==> config.mk <==
export PLATFORM = sky130hd
export DESIGN_NAME = dot_product_ctrl
export DESIGN_NICKNAME = d
export VERILOG_FILES = /design/src/rtl/dot_product_pkg.sv /design/src/rtl/mul_add_unit.sv /design/src/rtl/dot_product_ctrl.sv
export SDC_FILE = /design/constraint.sdc
export NUM_CORES = 1
export LEC_CHECK = 0
export CORE_ASPECT_RATIO = 0.6
export CORE_UTILIZATION = 65
export CTS_CLUSTER_DIAMETER = 200
export CTS_CLUSTER_SIZE = 40
export DETAILED_ROUTE_END_ITERATION = 10
export PLACE_DENSITY = 0.93
export SYNTH_ARGS = -nofsm -noshare
export SYNTH_HDL_FRONTEND = slang
export SYNTH_SLANG_ARGS = --single-unit
export TNS_END_PERCENT = 30
==> constraint.sdc <==
create_clock -name clk_i -period 9.4 [get_ports clk_i]
set_clock_uncertainty 0.15 [all_clocks]
set_input_delay 2.35 -clock clk_i [delete_from_list [all_inputs] [get_ports clk_i]]
set_output_delay 2.35 -clock clk_i [all_outputs]
set_load 0.03 [all_outputs]
==> src/rtl/dot_product_pkg.sv <==
// Shared types and default sizes for the dot-product controller.
// DOT_PRODUCT_CTRL_PIPE_EN adds the DRAIN state used by the pipelined build.
package dot_product_pkg;

    localparam int unsigned DefWidth = 16;
    localparam int unsigned DefMaxn  = 16;

`ifdef DOT_PRODUCT_CTRL_PIPE_EN
    typedef enum logic [1:0] {StIdle, StAccum, StOut, StDrain} state_e;
`else
    typedef enum logic [1:0] {StIdle, StAccum, StOut} state_e;
`endif

endpackage

==> src/rtl/mul_add_unit.sv <==
// Combinational datapath: signed a*x, base+addend at ACC_W bits, and the
// shift-and-saturate view of base (the accumulator) for the narrow result.
module mul_add_unit #(
    parameter int unsigned WIDTH = 16,
    parameter int unsigned ACC_W = 36,
    parameter int unsigned SHIFT = 0
) (
    input  logic signed [WIDTH-1:0] a,
    input  logic signed [WIDTH-1:0] x,
    output logic signed [ACC_W-1:0] prod,
    input  logic signed [ACC_W-1:0] base,
    input  logic signed [ACC_W-1:0] addend,
    output logic signed [ACC_W-1:0] sum,
    output logic signed [WIDTH-1:0] y_sat,
    output logic                    sat
);

    localparam logic signed [ACC_W-1:0] SatMax = {{(ACC_W-WIDTH+1){1'b0}}, {(WIDTH-1){1'b1}}};
    localparam logic signed [ACC_W-1:0] SatMin = {{(ACC_W-WIDTH+1){1'b1}}, {(WIDTH-1){1'b0}}};

    logic signed [ACC_W-1:0] a_ext;
    logic signed [ACC_W-1:0] x_ext;
    logic signed [ACC_W-1:0] shifted;

    always_comb begin
        a_ext = {{(ACC_W-WIDTH){a[WIDTH-1]}}, a};
        x_ext = {{(ACC_W-WIDTH){x[WIDTH-1]}}, x};
        // Low ACC_W bits of the product are exact: |a*x| fits in 2*WIDTH bits.
        prod  = a_ext * x_ext;
        sum   = base + addend;

        shifted = base >>> SHIFT;
        if (shifted > SatMax) begin
            y_sat = SatMax[WIDTH-1:0];
            sat   = 1'b1;
        end else if (shifted < SatMin) begin
            y_sat = SatMin[WIDTH-1:0];
            sat   = 1'b1;
        end else begin
            y_sat = shifted[WIDTH-1:0];
            sat   = 1'b0;
        end
    end

endmodule

==> src/rtl/dot_product_ctrl.sv <==
// Streaming dot-product controller: bias + sum(a*x) over len pairs, then a held result.
// DOT_PRODUCT_CTRL_PIPE_EN registers the product and inserts a one-cycle DRAIN state.
module dot_product_ctrl
    import dot_product_pkg::*;
#(
    parameter int unsigned WIDTH = DefWidth,
    parameter int unsigned MAXN  = DefMaxn,
    parameter int unsigned SHIFT = 0,
    localparam int unsigned ACC_W = 2 * WIDTH + $clog2(MAXN),
    localparam int unsigned CNT_W = $clog2(MAXN) + 1
) (
    input  logic                    clk_i,
    input  logic                    rst_ni,
    input  logic                    start_i,
    input  logic [CNT_W-1:0]        len_i,
    input  logic signed [ACC_W-1:0] bias_i,
    output logic                    busy_o,
    input  logic                    in_valid_i,
    output logic                    in_ready_o,
    input  logic signed [WIDTH-1:0] a_i,
    input  logic signed [WIDTH-1:0] x_i,
    output logic                    out_valid_o,
    input  logic                    out_ready_i,
    output logic signed [ACC_W-1:0] y_ori_o,
    output logic signed [WIDTH-1:0] y_sat_o,
    output logic                    sat_o
);

    state_e state_q, state_d;

    logic signed [ACC_W-1:0] acc_q, acc_d;
    logic [CNT_W-1:0]        cnt_q, cnt_d;
    logic [CNT_W-1:0]        len_clip;
    logic signed [ACC_W-1:0] prod;
    logic signed [ACC_W-1:0] addend;
    logic signed [ACC_W-1:0] sum;
    logic                    hs;
    logic                    last;
    logic                    acc_upd;

    assign hs       = in_valid_i & in_ready_o;
    assign last     = hs && (cnt_q == CNT_W'(1));
    assign len_clip = (len_i > CNT_W'(MAXN)) ? CNT_W'(MAXN) : len_i;

    mul_add_unit #(
        .WIDTH (WIDTH),
        .ACC_W (ACC_W),
        .SHIFT (SHIFT)
    ) u_mul_add (
        .a      (a_i),
        .x      (x_i),
        .prod   (prod),
        .base   (acc_q),
        .addend (addend),
        .sum    (sum),
        .y_sat  (y_sat_o),
        .sat    (sat_o)
    );

`ifdef DOT_PRODUCT_CTRL_PIPE_EN
    logic signed [ACC_W-1:0] prod_q;
    logic                    prod_vld_q;

    always_ff @(posedge clk_i or negedge rst_ni) begin
        if (!rst_ni) begin
            prod_q     <= '0;
            prod_vld_q <= 1'b0;
        end else begin
            prod_vld_q <= hs;
            if (hs) begin
                prod_q <= prod;
            end
        end
    end

    // Accumulate one cycle behind the handshake that produced the product.
    assign addend  = prod_q;
    assign acc_upd = prod_vld_q;
`else
    assign addend  = prod;
    assign acc_upd = hs;
`endif

    always_ff @(posedge clk_i or negedge rst_ni) begin
        if (!rst_ni) begin
            state_q <= StIdle;
        end else begin
            state_q <= state_d;
        end
    end

    always_comb begin
        state_d = state_q;
        unique case (state_q)
            StIdle: begin
                if (start_i) begin
                    state_d = (len_clip != '0) ? StAccum : StOut;
                end
            end
            StAccum: begin
                if (last) begin
`ifdef DOT_PRODUCT_CTRL_PIPE_EN
                    state_d = StDrain;
`else
                    state_d = StOut;
`endif
                end
            end
`ifdef DOT_PRODUCT_CTRL_PIPE_EN
            StDrain: state_d = StOut;
`endif
            StOut: begin
                if (out_ready_i) begin
                    state_d = StIdle;
                end
            end
            default: state_d = StIdle;
        endcase
    end

    always_comb begin
        busy_o      = (state_q != StIdle);
        in_ready_o  = (state_q == StAccum);
        out_valid_o = (state_q == StOut);
    end

    assign y_ori_o = acc_q;

    always_comb begin
        acc_d = acc_q;
        cnt_d = cnt_q;
        if ((state_q == StIdle) && start_i) begin
            acc_d = bias_i;
            cnt_d = len_clip;
        end else begin
            if (acc_upd) begin
                acc_d = sum;
            end
            if (hs) begin
                cnt_d = cnt_q - CNT_W'(1);
            end
        end
    end

    always_ff @(posedge clk_i or negedge rst_ni) begin
        if (!rst_ni) begin
            acc_q <= '0;
            cnt_q <= '0;
        end else begin
            acc_q <= acc_d;
            cnt_q <= cnt_d;
        end
    end

endmodule

==> impl_metrics.csv, run 1 <==
group,metric,value,unit
yosys,synthesis.nets,2033,
yosys,syn_inst,1573,
yosys,yosysTopAreaCellShare,38.6,%
yosys,ys_async_sr_fraction,100,%
cts,clockBufferDepth,2,
yosys,synth_commonest_cells,"inv_1, fa_1, nand2_1, and2_1, ha_1",
yosys,synthTopCellsByArea,"fa_1, ha_1, inv_1",
yosys,synth-seq-cells,43,
yosys,synth.most_common_cell,"inv_1",
cts,numCtsBuffers,5,
yosys,avgSynthCellArea,8.67,um^2
grt,grt_max_degree,47,
yosys,synth_edf_count,0,
yosys,synth_top_cell_by_area,"fa_1",
yosys,ys_seq_area_share,7.89,%
die,fp.dieH,114,um
yosys,ys.flop_type,"dfrtp_1",
run_status,haltStage,"5_1_grt",
die,rows,40,
cts,cts-root-buf,"clkbuf_16",
run_status,error_line,"[ERROR GRT-0116] Global routing finished with congestion. Check the congestion regions in the DRC Viewer.",
grt,grt_first_pass_wirelength,126000,um
grt,grt_pass1_vias,19500,
die,start_util,67.3,%
die,die_w,189,um
place,dp_slack,-1.21,ns
yosys,ys_warn_count,0,
place,port_buffers,133,
cts,ctsHoldBuffers,0,
place,gp_congestion,1.01,
yosys,synth_area,0.0136,mm^2
cts,clock_sinks,43,
die,ioPinCount,134,
grt,grtUsageTotal,81.4,%
run_status,status,"did not finish",
yosys,synth_cell_type_count,62,
grt,grt-ovfl-total,22,
place,post-dp-hpwl,39600,um
cts,htreeDepth,2,
[layer usage]
layer | overflow | GRT usage [%]
met2 | 13 | 93.6
met3 | 2 | 70.8
met5 | 0 | 50.7
met1 | 1 | 80.8
met4 | 6 | 81.9
[cells by family after synthesis]
group	synth area share, %
DFF	7.89
xor gates and xnor gates	4.18
adders and majority gates	49.5
buffers and inverters	10.5
muxes	0.147
and+or+nand+nor	16.5
AOI/OAI and AO/OA	11.3
[stage by stage]
step / cell area, um^2 / hold slack, ns / std cells / util, %
2_1_floorplan: 13900 / 0.310 / 1573 / -
3_5_place_dp: 17200 / 0.388 / 2167 / 84.8
3_3_place_gp: 17200 / 0.326 / 2167 / 84.8
4_1_cts: 18500 / 0.408 / 2239 / 91.4
[repair_timing]
| action | 4_1_cts |
|---|---|
| pin swaps | 121 |
| setup endpoints to repair | 22 |
| setup buffers | 56 |
| cloned | 9 |
| resized for setup | 293 |
==> run 2: changes to the inputs <==
- CORE_ASPECT_RATIO: 0.6 -> unset
- CORE_UTILIZATION: 65 -> 40
- CTS_CLUSTER_DIAMETER: 200 -> unset
- CTS_CLUSTER_SIZE: 40 -> unset
- PLACE_DENSITY: 0.93 -> unset
- PLACE_DENSITY_LB_ADDON: unset -> 0.15
==> impl_metrics.csv, run 2 <==
group,metric,value,unit
timing,worstMarginPinSlew,1.17,ns
yosys,synth_top_cell_by_area,"fa_1",
critical_path,worstSetupPathType,"in -> reg",
run,drv_cap,0,
yosys,avgSynthCellArea,8.67,um^2
place,gp_congestion,0.880,
detailed_routing,routed_wl,36700,um
critical_path,path_max_fanout,5,
grt,grtUsageTotal,22.4,%
hold_path,whs_path_depth,2,
cts,cts-root-buf,"clkbuf_16",
yosys,synth-seq-cells,43,
yosys,synth_area,0.0136,mm^2
timing,rsz0062_at_grt,"true",
critical_path,cpPeakStageDelay,0.57,ns
grt,grt_antenna_before_repair,0,
grt,grt_first_pass_wirelength,64000,um
critical_path,r2r_start,"y_ori_o[0]$_DFFE_PN0P_",
cts,clockBufferDepth,2,
detailed_routing,ant_nets,0,
critical_path,cp-end-kind,"flip-flop",
die,rows,67,
timing,hold_slack,0.347,ns
yosys,synthesis.nets,2033,
cells_and_area,final_nets,2400,
detailed_routing,vias,11600,
run_status,violations,"negative setup slack",
critical_path,slowest_stage,"fa_2",
yosys,synth_cell_type_count,62,
die,start_util,40.7,%
detailed_routing,vias_per_cell,4.85,
detailed_routing,drt_iter0_markers,386,
detailed_routing,drt-pass1-iter-count,5,
yosys,synth_commonest_cells,"inv_1, fa_1, nand2_1, and2_1, ha_1",
timing,relSlewSlack,22.1,%
critical_path,cp.required,9.46,ns
timing,finalWorstSetupSlack,-0.145,ns
timing,fin_crit_sh,102,%
cells_and_area,largest_reg_flops,36,
cells_and_area,diodes,0,
timing,max_freq,105,MHz
critical_path,worst_setup_path_start_kind,"input port",
critical_path,r2r-end,"y_ori_o[34]$_DFFE_PN0P_",
timing,finalHoldViolCount,0,
critical_path,worstRegToRegCells,13,
yosys,ys_async_sr_fraction,100,%
yosys,synth_edf_count,0,
hold_path,worstHoldStart,"cnt_q[4]$_DFFE_PN0P_",
cts,cts_tree,"yes",
critical_path,crit_buf_inv,8,
die,die_w,187,um
cells_and_area,area_growth,35.2,%
run_status,status,"finished with violations",
yosys,synthTopCellsByArea,"fa_1, ha_1, inv_1",
critical_path,critPathTopFamily,"adder cells",
detailed_routing,drc,0,
place,port_buffers,133,
critical_path,worstPathArrival,9.60,ns
hold_path,hold_path_end,"cnt_q[4]$_DFFE_PN0P_",
cts,clk_pin_slew,0.06,ns
grt,grt_pass1_vias,12600,
die,fp.dieH,187,um
cts,clock_sinks,43,
grt,grt_max_degree,47,
die,core,0.0335,mm^2
cts,numCtsBuffers,5,
timing,setup_viol,3,
detailed_routing,wl_per_cell,15.3,um
yosys,synth.most_common_cell,"inv_1",
cts,clock_latency,0.29,ns
yosys,ys.flop_type,"dfrtp_1",
die,ioPinCount,134,
yosys,ys_seq_area_share,7.89,%
die,dieArea,0.0348,mm^2
grt,grt-ovfl-total,0,
yosys,ys_warn_count,0,
yosys,syn_inst,1573,
place,post-dp-hpwl,30700,um
hold_path,hold_class,"reg -> reg",
cells_and_area,layout_commonest_cell,"inv_1",
cts,ctsHoldBuffers,0,
critical_path,r2r_slack,6.03,ns
cts,htreeDepth,2,
timing,min_period,9.54,ns
cells_and_area,drive_gt1_share,22.6,%
cells_and_area,layout_common_cells,"inv_1, fa_1, buf_4",
timing,slew_viol_final,0,
yosys,yosysTopAreaCellShare,38.6,%
[run 2: cell counts after synthesis]
No cell type changed its count.
[run 2: final cells by class]
cell class / instances / area [um^2]
Clock buffer: 6 / 139
Tap cell: 448 / 561
Fill cell: 3059 / 15100
Clock inverter: 2 / 35.0
Sequential cell: 43 / 1080
Inverter: 331 / 1250
Timing Repair Buffer: 409 / 3720
Multi-Input combinational cell: 1150 / 11600
[run 2: stage by stage]
stage | instances | utilization (%) | setup WS, ns | instance area (um^2) | setup TNS, ns
after CTS | 2384 | 54.5 | -0.199 | 18300 | -0.334
final | 2389 | 55.0 | -0.145 | 18400 | -0.234
after detailed placement | 2340 | 52.1 | -0.946 | 17500 | -11.74
after floorplan | 1573 | - | -0.135 | 13900 | -0.135
after global routing | 2389 | 55.0 | -0.546 | 18400 | -3.66
after global placement | 2340 | 52.1 | -0.903 | 17500 | -11.96
[run 2: worst max path at each step]
stage / from / endpoint / slack (ns) / depth (start not counted)
floorplan: x_i[6] / y_ori_o[35]$_DFFE_PN0P_ / -0.14 / 33
detailed placement: a_i[3] / y_ori_o[35]$_DFFE_PN0P_ / -0.95 / 32
global route: x_i[6] / y_ori_o[35]$_DFFE_PN0P_ / -0.55 / 34
global placement: x_i[15] / y_ori_o[35]$_DFFE_PN0P_ / -0.90 / 32
finish: x_i[5] / y_ori_o[35]$_DFFE_PN0P_ / -0.14 / 36
CTS: x_i[5] / y_ori_o[35]$_DFFE_PN0P_ / -0.20 / 34
[run 2: repair_timing]
item	CTS	global route
setup endpoints to repair	18	19
buffers inserted	32	4
gates cloned	4	1
resized for setup	175	42
pin swaps	98	41
[run 2: cell families after synthesis]
kind of cell | after synthesis | synth area share, %
AOI/OAI and AO/OA | 244 | 11.3
xor gates and xnor gates | 65 | 4.18
adders and majority gates | 382 | 49.5
buffers and inverters | 380 | 10.5
DFF | 43 | 7.89
muxes | 2 | 0.147
and+or+nand+nor | 457 | 16.5
[run 2: worst min-delay path: stages (launching register included)]
cell and delay (ns):
dfrtp_1 0.35, nand3_1 0.07, nand2_1 0.05
[run 2: metal layers]
| layer | track usage [%] | vias up | wire length (um) |
|---|---|---|---|
| met1 | 32.7 | 5657 | 17600 |
| li1 | - | 5633 | - |
| met3 | 1.56 | 42 | 1230 |
| met2 | 36.3 | 262 | 17000 |
| met4 | 5.45 | 0 | 844 |
| met5 | 0 | - | 0 |
Power of run 2 is left out: the tool's default activity adds up to more than one toggle a clock period on the data nets, which glitch-free logic cannot reach.
==> run 3: changes to the inputs <==
- CORE_ASPECT_RATIO: unset -> 1.75
==> impl_metrics.csv, run 3 (synthesis gave the netlist of run 2 again) <==
group,metric,value,unit
critical_path,cp-end-kind,"flip-flop",
cts,cts-root-buf,"clkbuf_16",
cells_and_area,final_core_util,56.1,%
timing,finalWorstSetupSlack,-0.171,ns
cts,clock_sinks,43,
detailed_routing,drc,0,
run,drv_cap,0,
detailed_routing,vias,12000,
cells_and_area,drive_gt1_share,26.6,%
cts,htreeDepth,2,
timing,setup_tns,-0.298,ns
critical_path,worst_setup_path_start_kind,"input port",
grt,grt_antenna_before_repair,0,
cells_and_area,area_growth,38.3,%
cts,ctsHoldBuffers,0,
die,core,0.0336,mm^2
run_status,status,"finished with violations",
cells_and_area,fillCellCount,3145,
critical_path,cpPeakStageDelay,0.56,ns
timing,relSlewSlack,28.7,%
grt,grt_pass1_vias,13300,
grt,grt_max_degree,47,
timing,slew_viol_final,0,
grt,grt-ovfl-total,0,
timing,fin_crit_sh,102,%
die,fp.dieH,246,um
critical_path,path_max_fanout,5,
grt,grt_first_pass_wirelength,66100,um
grt,grtUsageTotal,24.2,%
die,rows,89,
die,start_util,40.5,%
timing,worstMarginPinSlew,1.07,ns
timing,max_freq,104,MHz
detailed_routing,drt_iter0_markers,393,
die,die_w,142,um
cts,clockBufferDepth,2,
detailed_routing,vias_per_cell,4.96,
timing,hold_slack,0.350,ns
timing,min_period,9.57,ns
critical_path,worstSetupPathType,"in -> reg",
cells_and_area,diodes,0,
detailed_routing,drt-pass1-iter-count,5,
place,port_buffers,133,
cts,clock_latency,0.30,ns
critical_path,crit_top_cell,"fa_1",
die,ioPinCount,134,
timing,rsz0062_at_grt,"true",
detailed_routing,routed_wl,39600,um
hold_path,hold_class,"reg -> reg",
cells_and_area,layout_commonest_cell,"inv_1",
detailed_routing,wl_per_cell,16.3,um
timing,finalHoldViolCount,0,
cts,numCtsBuffers,5,
critical_path,slowest_stage,"fa_1",
die,dieArea,0.0349,mm^2
critical_path,cp.required,9.47,ns
cts,clk_pin_slew,0.06,ns
place,gp_congestion,0.904,
cts,cts_tree,"yes",
cells_and_area,largest_reg_flops,36,
cells_and_area,final_nets,2433,
cells_and_area,layout_common_cells,"inv_1, buf_4, fa_1",
critical_path,worstPathArrival,9.64,ns
detailed_routing,ant_nets,0,
timing,setup_viol,3,
critical_path,r2r_slack,5.97,ns
run_status,violations,"negative setup slack",
place,post-dp-hpwl,31900,um
==> run 3: through the flow <==
step	instance area, um^2	setup slack [ns]	std cells
CTS	18500	-0.186	2414
global route	18900	-0.453	2427
global placement	17600	-1.09	2350
finish	18900	-0.171	2427
floorplan	13900	-0.135	1573
detailed placement	17600	-1.08	2350
==> run 3: final timing paths <==
kind,from,to,depth (start not counted)
max,x_i[3],y_ori_o[35]$_DFFE_PN0P_,37
min,cnt_q[4]$_DFFE_PN0P_,cnt_q[4]$_DFFE_PN0P_,2
max reg2reg,y_ori_o[0]$_DFFE_PN0P_,y_ori_o[24]$_DFFE_PN0P_,13
min reg2reg,cnt_q[4]$_DFFE_PN0P_,cnt_q[4]$_DFFE_PN0P_,2
max in group asynchronous,rst_ni,y_ori_o[11]$_DFFE_PN0P_,1
min in group asynchronous,rst_ni,y_ori_o[28]$_DFFE_PN0P_,1
==> run 3: cell type report <==
cell class,count,area [um^2],area share [%]
multi-input combinational,1150,11800,62.6
timing repair buffer,442,4030,21.4
inverter,331,1240,6.60
sequential,43,1080,5.71
tap,455,569,3.02
clock buffer,6,129,0.683
==> run 3: critical path: cells and delay by family <==
kind / cells / cell delay [ns]
compound gates: 10 / 1.42
xor+xnor: 1 / 0.09
fa+ha+maj: 8 / 3.28
buf+inv: 10 / 0.86
simple gates: 8 / 1.61
==> run 3: timing repair <==
item / in CTS / in global routing
cloned: 7 / 1
endpoints found under the setup margin: 20 / 17
buffers inserted: 51 / 15
pin swaps: 111 / 102
gates resized for setup: 206 / 96
==> run 3: routing by layer <==
layer  vias to the layer above  wire [um]  global-route usage (%)
li1                       5694          -                       -
met3                        78       1040                    1.30
met2                       258      22200                    47.3
met4                         0       1530                    9.71
met1                      6015      14900                    26.8
met5                         -          0                       0
Power of run 3 is left out for the same reason.
==> run 4: changes to the inputs <==
- CTS_CLUSTER_DIAMETER: unset -> 150
- clock period: 9.4 -> 10.87 ns (I/O delays scaled with it)
==> impl_metrics.csv, run 4 (synthesis gave the netlist of run 2 again) <==
group,metric,value,unit
cells_and_area,layout_commonest_cell,"inv_1",
hold_path,hold_path_end,"cnt_q[4]$_DFFE_PN0P_",
hold_path,worstHoldStart,"cnt_q[4]$_DFFE_PN0P_",
die,fp.dieH,246,um
cts,cts_tree,"yes",
timing,relSlewSlack,59.5,%
critical_path,cp-end-kind,"flip-flop",
detailed_routing,wl_per_cell,15.7,um
cts,clockBufferDepth,2,
critical_path,worstPathArrival,10.59,ns
timing,slew_viol_final,0,
place,dp_slack,-0.235,ns
hold_path,whs_path_depth,2,
detailed_routing,vias_per_cell,4.93,
grt,grtUsageTotal,22.5,%
grt,grt_antenna_before_repair,0,
grt,grt_first_pass_wirelength,62200,um
grt,grt-ovfl-total,0,
critical_path,worst_setup_path_start_kind,"input port",
cells_and_area,drive_gt1_share,11.6,%
detailed_routing,drc,0,
die,die_w,142,um
cells_and_area,diodes,0,
detailed_routing,vias,11300,
detailed_routing,ant_nets,0,
die,core,0.0336,mm^2
timing,worstMarginPinSlew,0.608,ns
critical_path,path_max_fanout,8,
critical_path,cpPeakStageDelay,0.63,ns
cts,clock_latency,0.30,ns
cells_and_area,area_growth,24.6,%
die,start_util,40.5,%
critical_path,cp.required,10.94,ns
timing,finalWorstSetupSlack,0.355,ns
cts,clock_sinks,43,
cells_and_area,final_nets,2293,
cts,htreeDepth,2,
place,port_buffers,133,
critical_path,crit_buf_inv,6,
die,rows,89,
place,gp_congestion,0.877,
critical_path,r2r-end,"y_ori_o[24]$_DFFE_PN0P_",
run,drv_cap,0,
critical_path,worstRegToRegCells,12,
hold_path,hold_class,"reg -> reg",
place,dp_cells,2276,
cells_and_area,largest_reg_flops,36,
cells_and_area,layout.cells.non_filler,2289,
cells_and_area,fillCellCount,3343,
die,dieArea,0.0349,mm^2
run_status,status,"complete, no violations",
place,post-dp-hpwl,31500,um
critical_path,worstSetupPathType,"in -> reg",
cells_and_area,layout_common_cells,"inv_1, fa_1, nand2_1",
cells_and_area,final_core_util,50.5,%
timing,min_period,10.51,ns
detailed_routing,routed_wl,35800,um
detailed_routing,drt-pass1-iter-count,4,
grt,grt_pass1_vias,12800,
grt,grt_max_degree,47,
cts,cts-root-buf,"clkbuf_16",
critical_path,r2r_start,"y_ori_o[0]$_DFFE_PN0P_",
critical_path,r2r_slack,7.41,ns
place,dpl_cell_area,0.0167,mm^2
cts,ctsHoldBuffers,0,
timing,max_freq,95.1,MHz
die,ioPinCount,134,
critical_path,slowest_stage,"clkdlybuf4s50_1",
cts,clk_pin_slew,0.06,ns
critical_path,crit_top_cell,"fa_1",
cts,numCtsBuffers,5,
detailed_routing,drt_iter0_markers,321,
timing,finalHoldViolCount,0,
timing,setup_viol,0,
critical_path,critPathTopFamily,"adder cells",
timing,fin_crit_sh,96.7,%
cells_and_area,finalInstanceArea,0.0170,mm^2
-- run 4: cell count changes in the layout (fill, tap and decap cells not counted), sizes merged, moves of 3 or more --
| cell | previous run | this run |
|---|---|---|
| dlymetal6s2s | 1 | 15 |
| buf | 324 | 169 |
| clkdlybuf4s50 | 101 | 117 |
| clkbuf | 10 | 7 |
| clkdlybuf4s15 | 5 | 0 |
| dlygate4sd2 | 5 | 0 |
-- run 4: area by class of cell --
class | instances | area, um^2 | share of cell area (%)
clock buffers | 6 | 129 | 0.759
repair buffers | 302 | 2760 | 16.2
well taps | 455 | 569 | 3.35
multi-input cells | 1150 | 11200 | 66.0
clock inverters | 2 | 12.5 | 0.0736
inverters | 331 | 1240 | 7.31
flip-flops and latches | 43 | 1080 | 6.33
-- run 4: worst min-delay path: cells and delay by family (launching register included) --
kind	cells	cell delay, ns
flops	1	0.35
simple gates	2	0.12
-- run 4: how the worst max path moves through the flow --
| stage | start | end | slack, ns | cells after the start |
|---|---|---|---|---|
| 2_1_floorplan | x_i[1] | y_ori_o[35]$_DFFE_PN0P_ | 0.34 | 32 |
| 3_3_place_gp | a_i[6] | y_ori_o[35]$_DFFE_PN0P_ | -0.18 | 33 |
| 3_5_place_dp | a_i[6] | y_ori_o[35]$_DFFE_PN0P_ | -0.23 | 33 |
| 4_1_cts | a_i[6] | y_ori_o[35]$_DFFE_PN0P_ | 0.04 | 33 |
| 5_1_grt | x_i[3] | y_ori_o[35]$_DFFE_PN0P_ | -0.04 | 35 |
| 6_report | x_i[7] | y_ori_o[35]$_DFFE_PN0P_ | 0.36 | 32 |
-- run 4: through the flow --
step | setup TNS [ns] | hold slack [ns]
3_3_place_gp | -0.453 | 0.325
3_5_place_dp | -0.668 | 0.337
5_1_grt | -0.0397 | 0.408
4_1_cts | 0 | 0.352
6_report | 0 | 0.348
2_1_floorplan | 0 | 0.310
-- run 4: routing by layer --
layer	vias up	routed length, um	global-route usage, %
met1	5630	14300	26.3
met4	0	810	6.26
met5	-	0	0
met3	44	887	1.26
li1	5412	-	-
met2	203	19800	43.5
-- run 4: what timing repair did --
item,in CTS,in global routing
resized for setup,0,45
buffers inserted,0,5
hold endpoints to repair,0,0
endpoints found under the setup margin,0,11
Power of run 4 is left out for the same reason.
